--- src/rtl/pipe_share_pkg.sv ---
// pipe_share_pkg: shared types, default configuration and round-robin search for pipe_share_arb
package pipe_share_pkg;
  localparam int DEF_N_REQ = 4;
  localparam int DEF_DW = 16;
  localparam int DEF_LAT = 2;
  localparam int DEF_MAX_OUT = 2;
  localparam int DEF_IDW = $clog2(DEF_N_REQ);
  localparam int DEF_CW = $clog2(DEF_MAX_OUT + 1);
  localparam int MAX_N = 32;
  typedef logic [DEF_IDW-1:0] id_t;
  typedef logic [DEF_CW-1:0] cnt_t;
  // First set bit of elig at or above ptr, wrapping modulo n; -1 when none.
  // Scanning downward lets the nearest candidate overwrite farther ones.
  function automatic int rr_pick(input logic [MAX_N-1:0] elig, input int ptr, input int n);
    int idx;
    rr_pick = -1;
    for (int k = MAX_N - 1; k >= 0; k--) begin
      idx = ptr + k >= n ? ptr + k - n : ptr + k;
      if (k < n && elig[idx]) rr_pick = idx;
    end
  endfunction
endpackage

--- src/rtl/pipe_share_arb_if.sv ---
// pipe_share_arb_if: requester, datapath and result signals of pipe_share_arb
// Ports: slave = arbiter side (drives gnt, dp_*, res_*, busy); master = environment side.
interface pipe_share_arb_if
  import pipe_share_pkg::*;
#(
  parameter int N_REQ = DEF_N_REQ,
  parameter int DW = DEF_DW
);
  localparam int IDW = $clog2(N_REQ);
  logic [N_REQ-1:0] req;
  logic [N_REQ-1:0] gnt;
  logic [N_REQ-1:0][DW-1:0] req_data;
  logic dp_valid;
  logic [DW-1:0] dp_data;
  logic [DW-1:0] dp_result;
  logic res_valid;
  logic [IDW-1:0] res_id;
  logic [DW-1:0] res_data;
  logic busy;
  modport master (
    output req, req_data, dp_result,
    input gnt, dp_valid, dp_data, res_valid, res_id, res_data, busy
  );
  modport slave (
    input req, req_data, dp_result,
    output gnt, dp_valid, dp_data, res_valid, res_id, res_data, busy
  );
endinterface

--- src/rtl/pipe_share_arb_pipe_reg.sv ---
// pipe_reg: STAGE-deep register delay line with async active-low reset
// Ports: clk, rst_n, d (input word), q (d delayed STAGE cycles).
module pipe_reg #(
  parameter int WIDTH = 1,
  parameter int STAGE = 1
)(
  input  logic             clk,
  input  logic             rst_n,
  input  logic [WIDTH-1:0] d,
  output logic [WIDTH-1:0] q
);
  logic [WIDTH-1:0] s [STAGE];
  always_ff @(posedge clk or negedge rst_n) begin
    if (!rst_n) begin
      for (int k = 0; k < STAGE; k++) s[k] <= '0;
    end else begin
      s[0] <= d;
      for (int k = 1; k < STAGE; k++) s[k] <= s[k-1];
    end
  end
  assign q = s[STAGE-1];
endmodule

--- src/rtl/pipe_share_arb.sv ---
// pipe_share_arb: round-robin sharing of one fixed-latency pipelined datapath among N_REQ requesters
// Ports: clk, rst_n (async active-low), flush (sync kill of all in-flight ops),
//        bus (slave): req/req_data/gnt requester side, dp_* datapath side,
//        res_valid/res_id/res_data tagged results, busy = any op in flight.
module pipe_share_arb
  import pipe_share_pkg::*;
#(
  parameter int N_REQ = DEF_N_REQ,
  parameter int DW = DEF_DW,
  parameter int LAT = DEF_LAT,
  parameter int MAX_OUT = DEF_MAX_OUT
)(
  input logic clk,
  input logic rst_n,
  input logic flush,
  pipe_share_arb_if.slave bus
);
  localparam int IDW = $clog2(N_REQ);
  localparam int CW = $clog2(MAX_OUT + 1);
  logic [IDW-1:0] ptr, ptr_nxt, gnt_id, dp_id;
  logic [CW-1:0] cnt [N_REQ];
  logic [N_REQ-1:0] elig;
  logic [LAT-1:0] vld;
  logic grant, any_cnt;
  int pick;
  // Eligibility uses the registered counts only, so a same-cycle return cannot free a slot.
  always_comb begin
    any_cnt = 1'b0;
    for (int i = 0; i < N_REQ; i++) begin
      elig[i] = bus.req[i] && cnt[i] < CW'(MAX_OUT);
      any_cnt = any_cnt | (cnt[i] != '0);
    end
    pick = rr_pick(MAX_N'(elig), int'(ptr), N_REQ);
    grant = rst_n && !flush && pick >= 0;
    gnt_id = IDW'(pick);
    ptr_nxt = gnt_id == IDW'(N_REQ - 1) ? '0 : gnt_id + IDW'(1);
    bus.gnt = grant ? N_REQ'(1) << gnt_id : '0;
  end
  always_ff @(posedge clk or negedge rst_n) begin
    if (!rst_n) begin
      ptr <= '0;
      bus.dp_valid <= 1'b0;
      bus.dp_data <= '0;
      dp_id <= '0;
      vld <= '0;
      for (int i = 0; i < N_REQ; i++) cnt[i] <= '0;
    end else begin
      bus.dp_valid <= grant;
      if (grant) begin
        ptr <= ptr_nxt;
        bus.dp_data <= bus.req_data[gnt_id];
        dp_id <= gnt_id;
      end
      // Valid tag line: shift in dp_valid; flush empties it so killed ops never report.
      vld <= flush ? '0 : LAT'({vld, bus.dp_valid});
      for (int i = 0; i < N_REQ; i++)
        cnt[i] <= flush ? '0 : cnt[i] + CW'(bus.gnt[i]) - CW'(bus.res_valid && bus.res_id == IDW'(i));
    end
  end
  pipe_reg #(.WIDTH(IDW), .STAGE(LAT)) u_id (
    .clk(clk),
    .rst_n(rst_n),
    .d(dp_id),
    .q(bus.res_id)
  );
  assign bus.res_valid = vld[LAT-1];
  assign bus.res_data = bus.dp_result;
  assign bus.busy = bus.dp_valid | (|vld) | any_cnt;
  assert property (@(posedge clk) disable iff (!rst_n) bus.res_valid |-> cnt[bus.res_id] != '0);
  for (genvar g = 0; g < N_REQ; g++) begin : g_cap
    assert property (@(posedge clk) disable iff (!rst_n) cnt[g] <= CW'(MAX_OUT));
  end
endmodule

--- src/flat_wrapper.sv ---
// flat-port wrapper written by rule: the top's interface ports become plain ports
module pipe_share_arb_flat import pipe_share_pkg::*;
#(
  parameter int N_REQ = DEF_N_REQ,
  parameter int DW = DEF_DW,
  parameter int LAT = DEF_LAT,
  parameter int MAX_OUT = DEF_MAX_OUT
)
  (clk, rst_n, flush, bus_req, bus_req_data, bus_dp_result, bus_gnt, bus_dp_valid, bus_dp_data, bus_res_valid, bus_res_id, bus_res_data, bus_busy);
  pipe_share_arb_if #(.N_REQ(N_REQ), .DW(DW)) bus_i ();
  input logic clk;
  input logic rst_n;
  input logic flush;
  input wire logic [$bits(bus_i.req)-1:0] bus_req;
  input wire logic [$bits(bus_i.req_data)-1:0] bus_req_data;
  input wire logic [$bits(bus_i.dp_result)-1:0] bus_dp_result;
  output wire logic [$bits(bus_i.gnt)-1:0] bus_gnt;
  output wire logic [$bits(bus_i.dp_valid)-1:0] bus_dp_valid;
  output wire logic [$bits(bus_i.dp_data)-1:0] bus_dp_data;
  output wire logic [$bits(bus_i.res_valid)-1:0] bus_res_valid;
  output wire logic [$bits(bus_i.res_id)-1:0] bus_res_id;
  output wire logic [$bits(bus_i.res_data)-1:0] bus_res_data;
  output wire logic [$bits(bus_i.busy)-1:0] bus_busy;
  assign bus_i.req = bus_req;
  assign bus_i.req_data = bus_req_data;
  assign bus_i.dp_result = bus_dp_result;
  assign bus_gnt = bus_i.gnt;
  assign bus_dp_valid = bus_i.dp_valid;
  assign bus_dp_data = bus_i.dp_data;
  assign bus_res_valid = bus_i.res_valid;
  assign bus_res_id = bus_i.res_id;
  assign bus_res_data = bus_i.res_data;
  assign bus_busy = bus_i.busy;
  pipe_share_arb #(.N_REQ(N_REQ), .DW(DW), .LAT(LAT), .MAX_OUT(MAX_OUT)) u_core (.clk(clk), .rst_n(rst_n), .flush(flush), .bus(bus_i));
endmodule
--- config.mk ---
export PLATFORM = sky130hd
export DESIGN_NAME = pipe_share_arb_flat
export DESIGN_NICKNAME = d
export VERILOG_FILES = /design/src/rtl/pipe_share_pkg.sv /design/src/rtl/pipe_share_arb_if.sv /design/src/rtl/pipe_share_arb_pipe_reg.sv /design/src/rtl/pipe_share_arb.sv /design/src/flat_wrapper.sv
export SDC_FILE = /design/constraint.sdc
export NUM_CORES = 1
export LEC_CHECK = 0
export ABC_AREA = 1
export BUFFER_PORTS_ARGS = -buffer_cell sky130_fd_sc_hd__buf_2
export CORE_MARGIN = 4
export CORE_UTILIZATION = 48
export DETAILED_ROUTE_END_ITERATION = 10
export GPL_ROUTABILITY_DRIVEN = 1
export GPL_TIMING_DRIVEN = 0
export PLACE_DENSITY = 0.85
export SLEW_MARGIN = 30
export SYNTH_ARGS = -nofsm -noshare
export SYNTH_HDL_FRONTEND = slang
export SYNTH_SLANG_ARGS = --single-unit
--- constraint.sdc ---
create_clock -name clk -period 3 [get_ports clk]
set_input_delay 0 -clock clk [delete_from_list [all_inputs] [get_ports clk]]
set_output_delay 0 -clock clk [all_outputs]
set_load 0.1 [all_outputs]
Word-level counts from Yosys, hierarchy flattened. Index checks and enable logic that the tools add are counted.

Add/subtract/negate cells: 16. Magnitude comparators: 14. Eq/ne operators: 4. Shift-type cells: 1. Multiplexer cells: 29. Bitwise operators: 5. Reductions and logical operators: 17.

Operators by type and width (count): 32-bit two-way mux (8); 32-bit by 7-bit less-than comparator with 1-bit output (second input constant) (4); 32-bit by 4-bit greater-or-equal comparator with 1-bit output (second input constant) (3); 32-bit by 4-bit subtractor with 32-bit output (second input constant) (3); 16-bit binary-select mux with 2-bit select (1); 32-bit by 1-bit greater-or-equal comparator with 1-bit output (second input constant) (1); 1-bit binary-select mux with 5-bit select (4); 16-bit two-way mux (1); 2-bit two-way mux (6); 1-bit logical AND (10); 2-bit by 1-bit adder with 2-bit output (4); 2-bit less-than comparator (second input constant) (4); 1-bit two-way mux (8); 2-bit nonzero test (4); 2-bit by 1-bit subtractor with 2-bit output (4); 2-bit by 2-bit adder with 3-bit output (second input constant) (2); 2-bit equality test (second input constant) (3); 1-bit OR (5); 4-bit two-way mux (1); 1-bit by 2-bit left shift with 4-bit output (first input constant) (1); 2-bit by 3-bit subtractor with 4-bit output (second input constant) (1); 2-bit by 1-bit adder with 3-bit output (second input constant) (1); 2-bit by 3-bit greater-or-equal comparator with 1-bit output (second input constant) (1); 2-bit by 3-bit less-than comparator with 1-bit output (second input constant) (1); other kinds (5) (5).

Register bits after elaboration: 35. Input bits: 87. Output and inout port bits: 41. Word-level logic and storage cells: 97.

Logic depth before layout (Yosys ltp). Gate-level depths: netlist of run 1.

Depth in word-level cells: 16. Depth in mapped cells: 18. Mapped depth without buffers: 17.

Modules after synthesis. From an unflattened synthesis of run 1, not the netlist that was laid out.

Cells, all modules: 358. Area, all modules: 2560.0 µm².

By module, submodules not included: pipe_share_arb (times used 1, cells an instance 352, area an instance 2444.8 µm²); pipe_reg (times used 1, cells an instance 6, area an instance 115.1 µm²).

Worst setup path before layout of run 1. No wires, ideal clock.

Kind: register to register. From: reg u_core.ptr[0]. To: reg u_core.cnt[7] (netlist name). Setup time: 0.132 ns. Arrival: 3.893 ns. Setup slack: -1.025 ns. Cell stages (with the launch flop): 17. Buffers on the path: 1. Clock period less this slack: 4.025 ns. Cells stage by stage: dfrtp_1 inv_2 ha_1 inv_1 nand3_1 nand3_1 nand3b_1 nand2_1 nand3_2 buf_2 nor2_1 inv_1 ha_1 inv_1 ha_1 xor2_1 nor2_1.

Word-level cells in the longest chain between the ends: 16. Elaborated cells on any way between the ends: 38.

RTL lines: start, declared (RTL line pipe_share_arb.sv:20) `logic [IDW-1:0] ptr, ptr_nxt, gnt_id, dp_id;`; start signal, assigned (RTL line pipe_share_arb.sv:50) `ptr <= ptr_nxt;`; 2-bit by 2-bit adder with 3-bit output (RTL line pipe_share_pkg.sv:18) `idx = ptr + k >= n ? ptr + k - n : ptr + k;`; 32-bit by 4-bit subtractor with 32-bit output or 32-bit by 4-bit greater-or-equal comparator with 1-bit output (tied branches) (RTL line pipe_share_pkg.sv:18); 32-bit two-way mux (RTL line pipe_share_pkg.sv:18); 1-bit binary-select mux with 5-bit select (RTL line pipe_share_pkg.sv:19) `if (k < n && elig[idx]) rr_pick = idx;`; 1-bit two-way mux (implied by the code) (2 in series) (RTL line pipe_share_pkg.sv:19); 32-bit two-way mux (3 in series) (RTL line pipe_share_pkg.sv:19); 32-bit two-way mux (*) (RTL line pipe_share_pkg.sv:19); 32-bit by 1-bit greater-or-equal comparator with 1-bit output (RTL line pipe_share_arb.sv:34) `grant = rst_n && !flush && pick >= 0;`; 1-bit logical AND (RTL line pipe_share_arb.sv:34); 4-bit two-way mux (*) (RTL line pipe_share_arb.sv:37) `bus.gnt = grant ? N_REQ'(1) << gnt_id : '0;`; net bus_gnt[0] (RTL line flat_wrapper.sv:17) `output wire logic [$bits(bus_i.gnt)-1:0] bus_gnt;`; 2-bit by 1-bit adder with 2-bit output (*) (RTL line pipe_share_arb.sv:57) `cnt[i] <= flush ? '0 : cnt[i] + CW'(bus.gnt[i]) - CW'(bus.res_valid && bus.res_id == IDW'(i));`; 2-bit by 1-bit subtractor with 2-bit output (*) (RTL line pipe_share_arb.sv:57); 2-bit two-way mux (*) (RTL line pipe_share_arb.sv:57); end signal, assigned by index (RTL line pipe_share_arb.sv:57); end, declared (RTL line pipe_share_arb.sv:21) `logic [CW-1:0] cnt [N_REQ];`.

The timed path passes the listed nets; every way through them passes the cells marked *. The select of a mux whose other input is x is not followed. A chain may end at the register's enable or synchronous reset.

Worst setup path after layout of run 1.
From: reg u_core.ptr[0]. To: reg u_core.cnt[1] (netlist name).

Word-level cells in the longest chain between the ends: 16. Elaborated cells on any way between the ends: 38.

RTL lines (RTL line): 2-bit by 2-bit adder with 3-bit output (pipe_share_pkg.sv:18); 32-bit by 4-bit subtractor with 32-bit output or 32-bit by 4-bit greater-or-equal comparator with 1-bit output (tied branches) (pipe_share_pkg.sv:18); 32-bit two-way mux (pipe_share_pkg.sv:18); 1-bit binary-select mux with 5-bit select (pipe_share_pkg.sv:19); 1-bit two-way mux (implied by the code) (2 in series) (pipe_share_pkg.sv:19); 32-bit two-way mux (3 in series) (pipe_share_pkg.sv:19); 32-bit two-way mux (*) (pipe_share_pkg.sv:19); 32-bit by 1-bit greater-or-equal comparator with 1-bit output (pipe_share_arb.sv:34); 1-bit logical AND (pipe_share_arb.sv:34); 4-bit two-way mux (*) (pipe_share_arb.sv:37); 2-bit by 1-bit adder with 2-bit output (*) (pipe_share_arb.sv:57); 2-bit by 1-bit subtractor with 2-bit output (*) (pipe_share_arb.sv:57); 2-bit two-way mux (*) (pipe_share_arb.sv:57).

Every way passes the cells marked *; elsewhere a longest branch is shown, timed or not. The select of a mux whose other input is x is not followed.

==> impl_metrics.tcl, run 1 <==
set metrics [dict create \
    antenna_found_initial 0 \
    stdcell_count 602 \
    cts.path.max_buffers 2 \
    grt_use_total 0.217 \
    multiInputGateArea_sq_um 1380 \
    skew_ps 10.6 \
    fin_nets 631 \
    regToRegEndpoint "u_core.cnt[1]" \
    crit_path_end "u_core.cnt[1]" \
    die-width_um 83.7 \
    core_area_sq_um 5540 \
    synth_area_leader_cell "dfrtp_1" \
    slew_viol_final 0 \
    cp_cell_sequence "inv_4, ha_4, inv_1, nand3_1, nand3_2, nand3_1, inv_1, nand2_1, nand3_4, buf_6, ha_1, nand2_1, ha_1, inv_1, ha_1, xor2_1, nor2_1" \
    synth_seq_cells 35 \
    synth_ff_type "dfrtp_1" \
    grt_max_degree 37 \
    crit_required_ps 3150 \
    dr.pass1.iters 4 \
    hpwlAfterDp_mm 5.99 \
    setup_viol 0 \
    avgSynthCellArea_sq_um 6.80 \
    ff2ff_setup_slack_ps 190 \
    yosysSeqAreaShare 0.318 \
    synth_edf_count 0 \
    critPathBufInv 5 \
    cp_slowest_cell "dfrtp_2" \
    cp.depth 17 \
    seqCellArea_sq_um 878 \
    synth_cell_types 24 \
    crit_family "adder cells" \
    area_delta_synth_final_pct 30.1 \
    htreeDepth 2 \
    final_layout_size_suffix_gt1_frac 0.319 \
    cp_data_arrival_time_ps 2960 \
    reg2reg_from "u_core.ptr[0]" \
    fmax_mhz 356 \
    ys_top_cells_by_area "dfrtp_1, nand2_1, nand3_1, inv_1, ha_1" \
    max_stage_delay_ps 480 \
    grt_overflow_total 0 \
    fin_crit_ps 2810 \
    die-area_sq_um 7010 \
    diodes 0 \
    wl_per_cell_um 12.6 \
    synth_area_sq_um 2750 \
    initial_core_util 0.497 \
    drc 0 \
    crit_fanout 11 \
    place_inst 588 \
    worstMarginPinSlew_ps 786 \
    vias_per_cell 4.88 \
    crit_start "u_core.ptr[0]" \
    cts_root_buffer "clkbuf_8" \
    hold_class "in -> reg" \
    met3_usage 0.0494 \
    synthCells 405 \
    grtUsageMet1 0.265 \
    grt_pass1_wl_mm 12.7 \
    cts_buffers 5 \
    ant_nets 0 \
    io_buffers 111 \
    vias 2938 \
    clkLatencyLatePin_ps 290 \
    synth.yosys.warnings 0 \
    clock-sinks 35 \
    drt_iter0_drc 123 \
    outcome "finished, final reports clean" \
    critPathKind "reg -> reg" \
    fillerInstances 508 \
    cp-end-kind "flop" \
    io-pin-count 128 \
    min_period_over_period 0.935 \
    worst-r2r-cell-count 17 \
    core.rowCount 27 \
    cts.clk_slew.worst_paths_ps 70 \
    wl_mm 7.61 \
    fin_setup_tns_ps 0 \
    first_global_vias 2912 \
    async_flop_share 1.00 \
    start_kind "flop" \
    die_y_um 83.7 \
    place.gp.congestion 0.844 \
    synth_nets 507 \
    synth_top_area_share 0.318 \
    use_met2 0.379 \
    max_slew_margin 0.476 \
    cts_tree "yes" \
    top_usage_layer "met2" \
    cap_violations 0 \
    hold_viol_final 0 \
]
[worst min-delay path by stage]
stage	startpoint	to	cells after the start
3_3_place_gp	rst_n	u_core.cnt[1]	1
4_1_cts	bus_req_data[34]	u_core.bus.dp_data[2]	6
3_5_place_dp	rst_n	u_core.cnt[3]	1
2_1_floorplan	rst_n	u_core.bus.dp_data[0]	0
5_1_grt	bus_req_data[34]	u_core.bus.dp_data[2]	6
6_report	bus_req_data[34]	u_core.bus.dp_data[2]	6
[timing repair]
item,4_1_cts,5_1_grt
endpoints found under the hold margin,35,0
setup buffers,0,6
hold buffers,1,0
resized for setup,0,2
setup endpoints to repair,0,9
[state kept, by name, summed over array words and instances, names as in the netlist]
signal / count
u_core.bus.dp_data: 16
u_core.u_id.s: 2
u_core.cnt: 8
u_core.u_id.q: 2
u_core.vld: 2
u_core.dp_id: 2
u_core.bus.dp_valid: 1
u_core.ptr: 2
[cell type report]
type | instances | share of cell area
multi-input cells | 258 | 0.386
flip-flops and latches | 35 | 0.245
repair buffers | 118 | 0.170
inverters | 78 | 0.0824
plain buffers | 33 | 0.0671
well taps | 72 | 0.0251
clock buffers | 6 | 0.0203
clock inverters | 2 | 0.00349
[cells in the mapped netlist, types with 2 or more instances]
cell,count
buf_6,3
buf_2,8
inv_2,2
xor2_1,4
xnor2_1,4
nand2_1,121
inv_1,76
o21ai_0,2
nor2_1,14
nand3_2,3
nor3_1,5
dfrtp_1,35
clkbuf_1,2
nand3b_1,17
nor4_1,2
buf_4,21
ha_1,15
nand3_1,65
[worst register-to-register path, cell delays in order, from the launching register on]
cell and delay (ps):
dfrtp_2 480, inv_4 150, ha_4 230, inv_1 70
nand3_1 100, nand3_2 110, nand3_1 90, inv_1 90
nand2_1 90, nand3_4 90, buf_6 180, ha_1 160
nand2_1 100, ha_1 300, inv_1 40, ha_1 180
xor2_1 150, nor2_1 60
[cell families (layout without fill, tap and decap cells)]
logic type | Yosys count | after routing | synth area share
AOI/OAI and AO/OA | 4 | 4 | 0.00864
xor gates and xnor gates | 8 | 8 | 0.0255
adders and majority gates | 15 | 15 | 0.0682
DFF | 35 | 35 | 0.318
and+or+nand+nor | 231 | 231 | 0.386
buffers and inverters | 112 | 237 | 0.193
[layer usage]
metal,wire [um],part of all wire
met2,3650,0.48
met1,3130,0.41
met3,675,0.089
met5,0,0
met4,152,0.020
[stage by stage]
step / hold slack (ps) / setup slack [ps] / instance area (sq um) / utilization
floorplan: -296 / 8.54 / 2800 / -
global placement: 117 / 226 / 3440 / 0.621
detailed placement: 136 / 122 / 3440 / 0.621
CTS: 93.0 / 92.0 / 3540 / 0.638
global route: 113 / -9.99 / 3580 / 0.647
finish: 99.4 / 195 / 3580 / 0.647
[placed cells by master, fill, tap and decap left out, drive strengths merged]
cell type | netlist | routed
nor3 | 5 | 5
nand3b | 17 | 17
dfrtp | 35 | 35
nor2 | 15 | 15
nand3 | 69 | 69
nand2 | 122 | 122
nor4 | 2 | 2
buf | 32 | 148
clkinv | 0 | 1
a21oi | 1 | 1
clkbuf | 2 | 8
dlygate4sd3 | 0 | 1
inv | 78 | 78
xnor2 | 4 | 4
o21ai | 3 | 3
ha | 15 | 15
clkinvlp | 0 | 1
xor2 | 4 | 4
nand4 | 1 | 1
Power of run 1 is left out: the tool's default activity adds up to more than one toggle a clock period on the data nets, which glitch-free logic cannot reach.
==> run 2: changes to the inputs <==
- CORE_UTILIZATION: 48 -> 51
- PLACE_DENSITY: 0.85 -> 0.89
- clock period: 3 -> 3.63 ns (I/O delays scaled with it)
==> run 2 against run 1 <==
Wire length down 3.2%. Critical path depth down 1. Sequential cell count unchanged. Register-to-register slack better by 170 ps. Fmax down 14%.
==> impl_metrics.tcl, run 2 (same netlist as run 1, synthesis figures left out) <==
set metrics [dict create \
    ant_nets 0 \
    largest_reg_flops 16 \
    multiInputGateArea_sq_um 1350 \
    crit_required_ps 3790 \
    fin_crit_ps 3270 \
    grt_use_total 0.232 \
    core_area_sq_um 5170 \
    cp-end-kind "flop" \
    diodes 0 \
    fillerInstances 465 \
    initial_core_util 0.532 \
    wl_mm 7.36 \
    fmax_mhz 306 \
    dr.pass1.iters 5 \
    seqCellArea_sq_um 876 \
    cts_tree "yes" \
    hold_class "in -> reg" \
    start_kind "flop" \
    crit_fanout 11 \
    htreeDepth 2 \
    vias_per_cell 4.84 \
    worstMarginPinSlew_ps 779 \
    die-width_um 81.5 \
    first_global_vias 2784 \
    grt_pass1_wl_mm 11.9 \
    drc 0 \
    cts.clk_slew.worst_paths_ps 70 \
    clock-sinks 35 \
    cts_root_buffer "clkbuf_8" \
    wl_per_cell_um 12.4 \
    area_delta_synth_final_pct 26.9 \
    drt_iter0_drc 178 \
    crit_start "u_core.ptr[0]" \
    cts_buffers 5 \
    final_layout_size_suffix_gt1_frac 0.307 \
    clkLatencyLatePin_ps 290 \
    io_buffers 111 \
    fin_nets 626 \
    cap_violations 0 \
    vias 2878 \
    rsz0062_at_grt "no" \
    reg2reg_from "u_core.ptr[0]" \
    fin_setup_tns_ps 0 \
    hpwlAfterDp_mm 5.75 \
    final_cell_mix "nand2_1, buf_2, inv_1" \
    max_slew_margin 0.481 \
    min_period_over_period 0.900 \
    grt_max_degree 37 \
    io-pin-count 128 \
    setup_viol 0 \
    final_common_cell "nand2_1" \
    core.rowCount 26 \
    hp-start "bus_req_data[49]" \
    largestRegisters "u_core.bus.dp_data (16), u_core.cnt (8)" \
    largest-register "u_core.bus.dp_data" \
    slew_viol_final 0 \
    critPathKind "reg -> reg" \
    skew_ps 3.05 \
    antenna_found_initial 0 \
    die_y_um 81.5 \
    ctsResizeCount 0 \
    cp_data_arrival_time_ps 3420 \
    die-area_sq_um 6640 \
    place.gp.congestion 0.832 \
    hold_viol_final 0 \
    grt_overflow_total 0 \
    cts.path.max_buffers 2 \
    outcome "finished, final reports clean" \
]
-- run 2: cell types whose count changed in the layout (fill, tap and decap cells not counted), moves of 2 or more --
cell	previous run	this run
buf_4	27	21
clkinv_2	1	3
buf_2	117	119
nor2_2	0	2
dfrtp_1	33	35
nor2_4	2	0
dfrtp_2	2	0
-- run 2: worst max-delay path: stages, from the launching register on --
cell and delay, ps:
dfrtp_1 550, inv_2 160, ha_1 390, inv_1 70, nand3_1 80, nand3_1 110, nand3b_1 220, nand2_1 100
nand3_2 190, buf_2 280, ha_1 200, nand2_1 110, ha_1 240, inv_1 60, ha_1 150, xor2_1 150
nor2_1 60
-- run 2: worst paths after layout --
path,cells past startpoint,slack (ps),end
setup / recovery,16,360,u_core.cnt[1]
setup reg to reg,16,360,u_core.cnt[1]
hold reg to reg,0,350,u_core.u_id.q[1]
min in group asynchronous,2,330,u_core.cnt[1]
hold / removal,7,100,u_core.bus.dp_data[1]
max in group asynchronous,2,2810,u_core.bus.dp_data[14]
-- run 2: area by class of cell --
type,instances,share of cell area
well taps,70,0.0251
multi-input cells,258,0.386
clock inverters,3,0.00430
plain buffers,34,0.0684
repair buffers,112,0.162
flip-flops and latches,35,0.251
inverters,78,0.0838
clock buffers,5,0.0197
-- run 2: layer usage --
layer / up-vias / wire, um / global-route usage
met1: 1270 / 3080 / 0.292
met4: 0 / 93 / 0.0625
met5: - / 0 / 0
met3: 14 / 667 / 0.0461
met2: 133 / 3520 / 0.405
li1: 1461 / - / -
-- run 2: what timing repair did --
action,4_1_cts,5_1_grt
hold buffers,1,0
hold endpoints to repair,35,0
setup buffers,0,0
-- run 2: stage by stage --
stage | hold WS (ps) | utilization | setup slack (ps) | std cells | area, sq um
global placement | 115 | 0.657 | 495 | 586 | 3400
finish | 104 | 0.675 | 364 | 595 | 3490
detailed placement | 122 | 0.657 | 374 | 586 | 3400
CTS | 106 | 0.675 | 354 | 595 | 3490
floorplan | -296 | - | 97.7 | 405 | 2760
global route | 122 | 0.675 | 0.120 | 595 | 3490
Power of run 2 is left out for the same reason.
==> run 3: changes to the inputs <==
- PLACE_DENSITY: 0.89 -> 0.95
==> run 3 against run 2 <==
Global-route usage is essentially flat. Critical path depth grew 1. Die area is the same. Sequential share of layout area is essentially flat. Setup slack gained 43 ps. Cell count shrank 0.17%. Design area grew 0.14%. Worst hold slack gained 0.81 ps. Wire length is essentially flat. Fmax grew 1.3%. First-iteration DRC count shrank 20%.
==> impl_metrics.tcl, run 3 (same netlist as run 1, synthesis figures left out) <==
set metrics [dict create \
    die_y_um 81.5 \
    min_period_over_period 0.888 \
    critPathKind "reg -> reg" \
    clkLatencyLatePin_ps 280 \
    grt_use_total 0.232 \
    final_layout_size_suffix_gt1_frac 0.307 \
    cp_data_arrival_time_ps 3370 \
    grt_max_degree 37 \
    grt_overflow_total 0 \
    drc 0 \
    htreeDepth 2 \
    max_slew_margin 0.486 \
    final_common_cell "nand2_1" \
    crit_fanout 11 \
    drt_iter0_drc 142 \
    area_delta_synth_final_pct 27.0 \
    cp-end-kind "flop" \
    stdcell_count 594 \
    largestRegisters "u_core.bus.dp_data (16), u_core.cnt (8)" \
    rsz0062_at_grt "no" \
    grt_pass1_wl_mm 12.1 \
    final_cell_mix "nand2_1, buf_2, inv_1" \
    start_kind "flop" \
    hold_class "in -> reg" \
    hpwlAfterDp_mm 5.82 \
    initial_core_util 0.532 \
    ant_nets 0 \
    wl_mm 7.36 \
    diodes 0 \
    post_cts_buffers 0 \
    die-area_sq_um 6640 \
    cts_root_buffer "clkbuf_8" \
    fillerInstances 448 \
    cts_tree "yes" \
    cts_buffers 5 \
    largest-register "u_core.bus.dp_data" \
    crit_required_ps 3780 \
    first_global_vias 2713 \
    fin_setup_tns_ps 0 \
    clock-sinks 35 \
    core_area_sq_um 5170 \
    wl_per_cell_um 12.4 \
    setup_viol 0 \
    place_inst 586 \
    dr.pass1.iters 5 \
    vias_per_cell 4.82 \
    place.gp.congestion 0.832 \
    worstMarginPinSlew_ps 771 \
    cap_violations 0 \
    die-width_um 81.5 \
    outcome "finished, final reports clean" \
    largest_reg_flops 16 \
    skew_ps 7.33 \
    cts.path.max_buffers 2 \
    io-pin-count 128 \
    fmax_mhz 310 \
    antenna_found_initial 0 \
    core.rowCount 26 \
    fin_crit_ps 3220 \
    hold_viol_final 0 \
    io_buffers 111 \
    fin_nets 626 \
    slew_viol_final 0 \
    cts.clk_slew.worst_paths_ps 70 \
    vias 2865 \
]
[run 3: cell types whose count changed in the layout (fill, tap and decap cells not counted)]
cell / previous run / this run
clkinv_2: 3 / 1
clkbuf_8: 5 / 6
dfrtp_1: 35 / 34
dfrtp_2: 0 / 1
[run 3: timing repair]
action	in CTS	in global routing
endpoints found under the hold margin	35	0
endpoints found under the setup margin	0	2
hold buffers	1	0
resized for setup	0	1
[run 3: layout make-up]
type	instances	area, sq um	share of cell area
plain buffers	34	239	0.0683
clock buffers	6	82.6	0.0236
clock inverters	1	5.00	0.00143
inverters	78	293	0.0837
multi-input cells	258	1350	0.385
flip-flops and latches	35	877	0.251
well taps	70	87.6	0.0250
repair buffers	112	566	0.162
[run 3: through the flow]
step / utilization / setup slack (ps) / cell area, sq um / hold WS [ps]
floorplan: - / 97.7 / 2760 / -296
global route: 0.676 / 122 / 3500 / 144
CTS: 0.676 / 290 / 3500 / 97.2
global placement: 0.657 / 504 / 3400 / 111
detailed placement: 0.657 / 316 / 3400 / 123
finish: 0.676 / 406 / 3500 / 104
[run 3: worst paths after layout]
path                            slack [ps]        startpoint  depth (start not counted)                endpoint
worst max-delay path                   410     u_core.ptr[0]                         17           u_core.cnt[3]
worst min-delay path                   100  bus_req_data[42]                          6  u_core.bus.dp_data[10]
worst max register to register         410     u_core.ptr[0]                         17           u_core.cnt[3]
worst min register to register         350  u_core.u_id.s[3]                          0        u_core.u_id.q[1]
max in group asynchronous             2750             rst_n                          2           u_core.ptr[0]
min in group asynchronous              340             rst_n                          2           u_core.cnt[7]
[run 3: metal layers]
layer | vias up | part of all wire | track usage
met5 | - | 0 | 0
met4 | 0 | 0.011 | 0.0642
met3 | 10 | 0.088 | 0.0439
met2 | 146 | 0.49 | 0.403
met1 | 1245 | 0.41 | 0.293
li1 | 1464 | - | -
[run 3: critical path, stage by stage (launching register included)]
cell and delay [ps]:
dfrtp_2 480, inv_2 130, ha_1 380, inv_1 100, nand3_1 100, nand3_2 120
nand3_1 80, inv_1 90, nand2_1 80, nand3_2 190, buf_2 300, ha_1 190
nand2_1 100, ha_1 310, inv_1 40, ha_1 190, xor2_1 160, nor2_1 60
Power of run 3 is left out for the same reason.
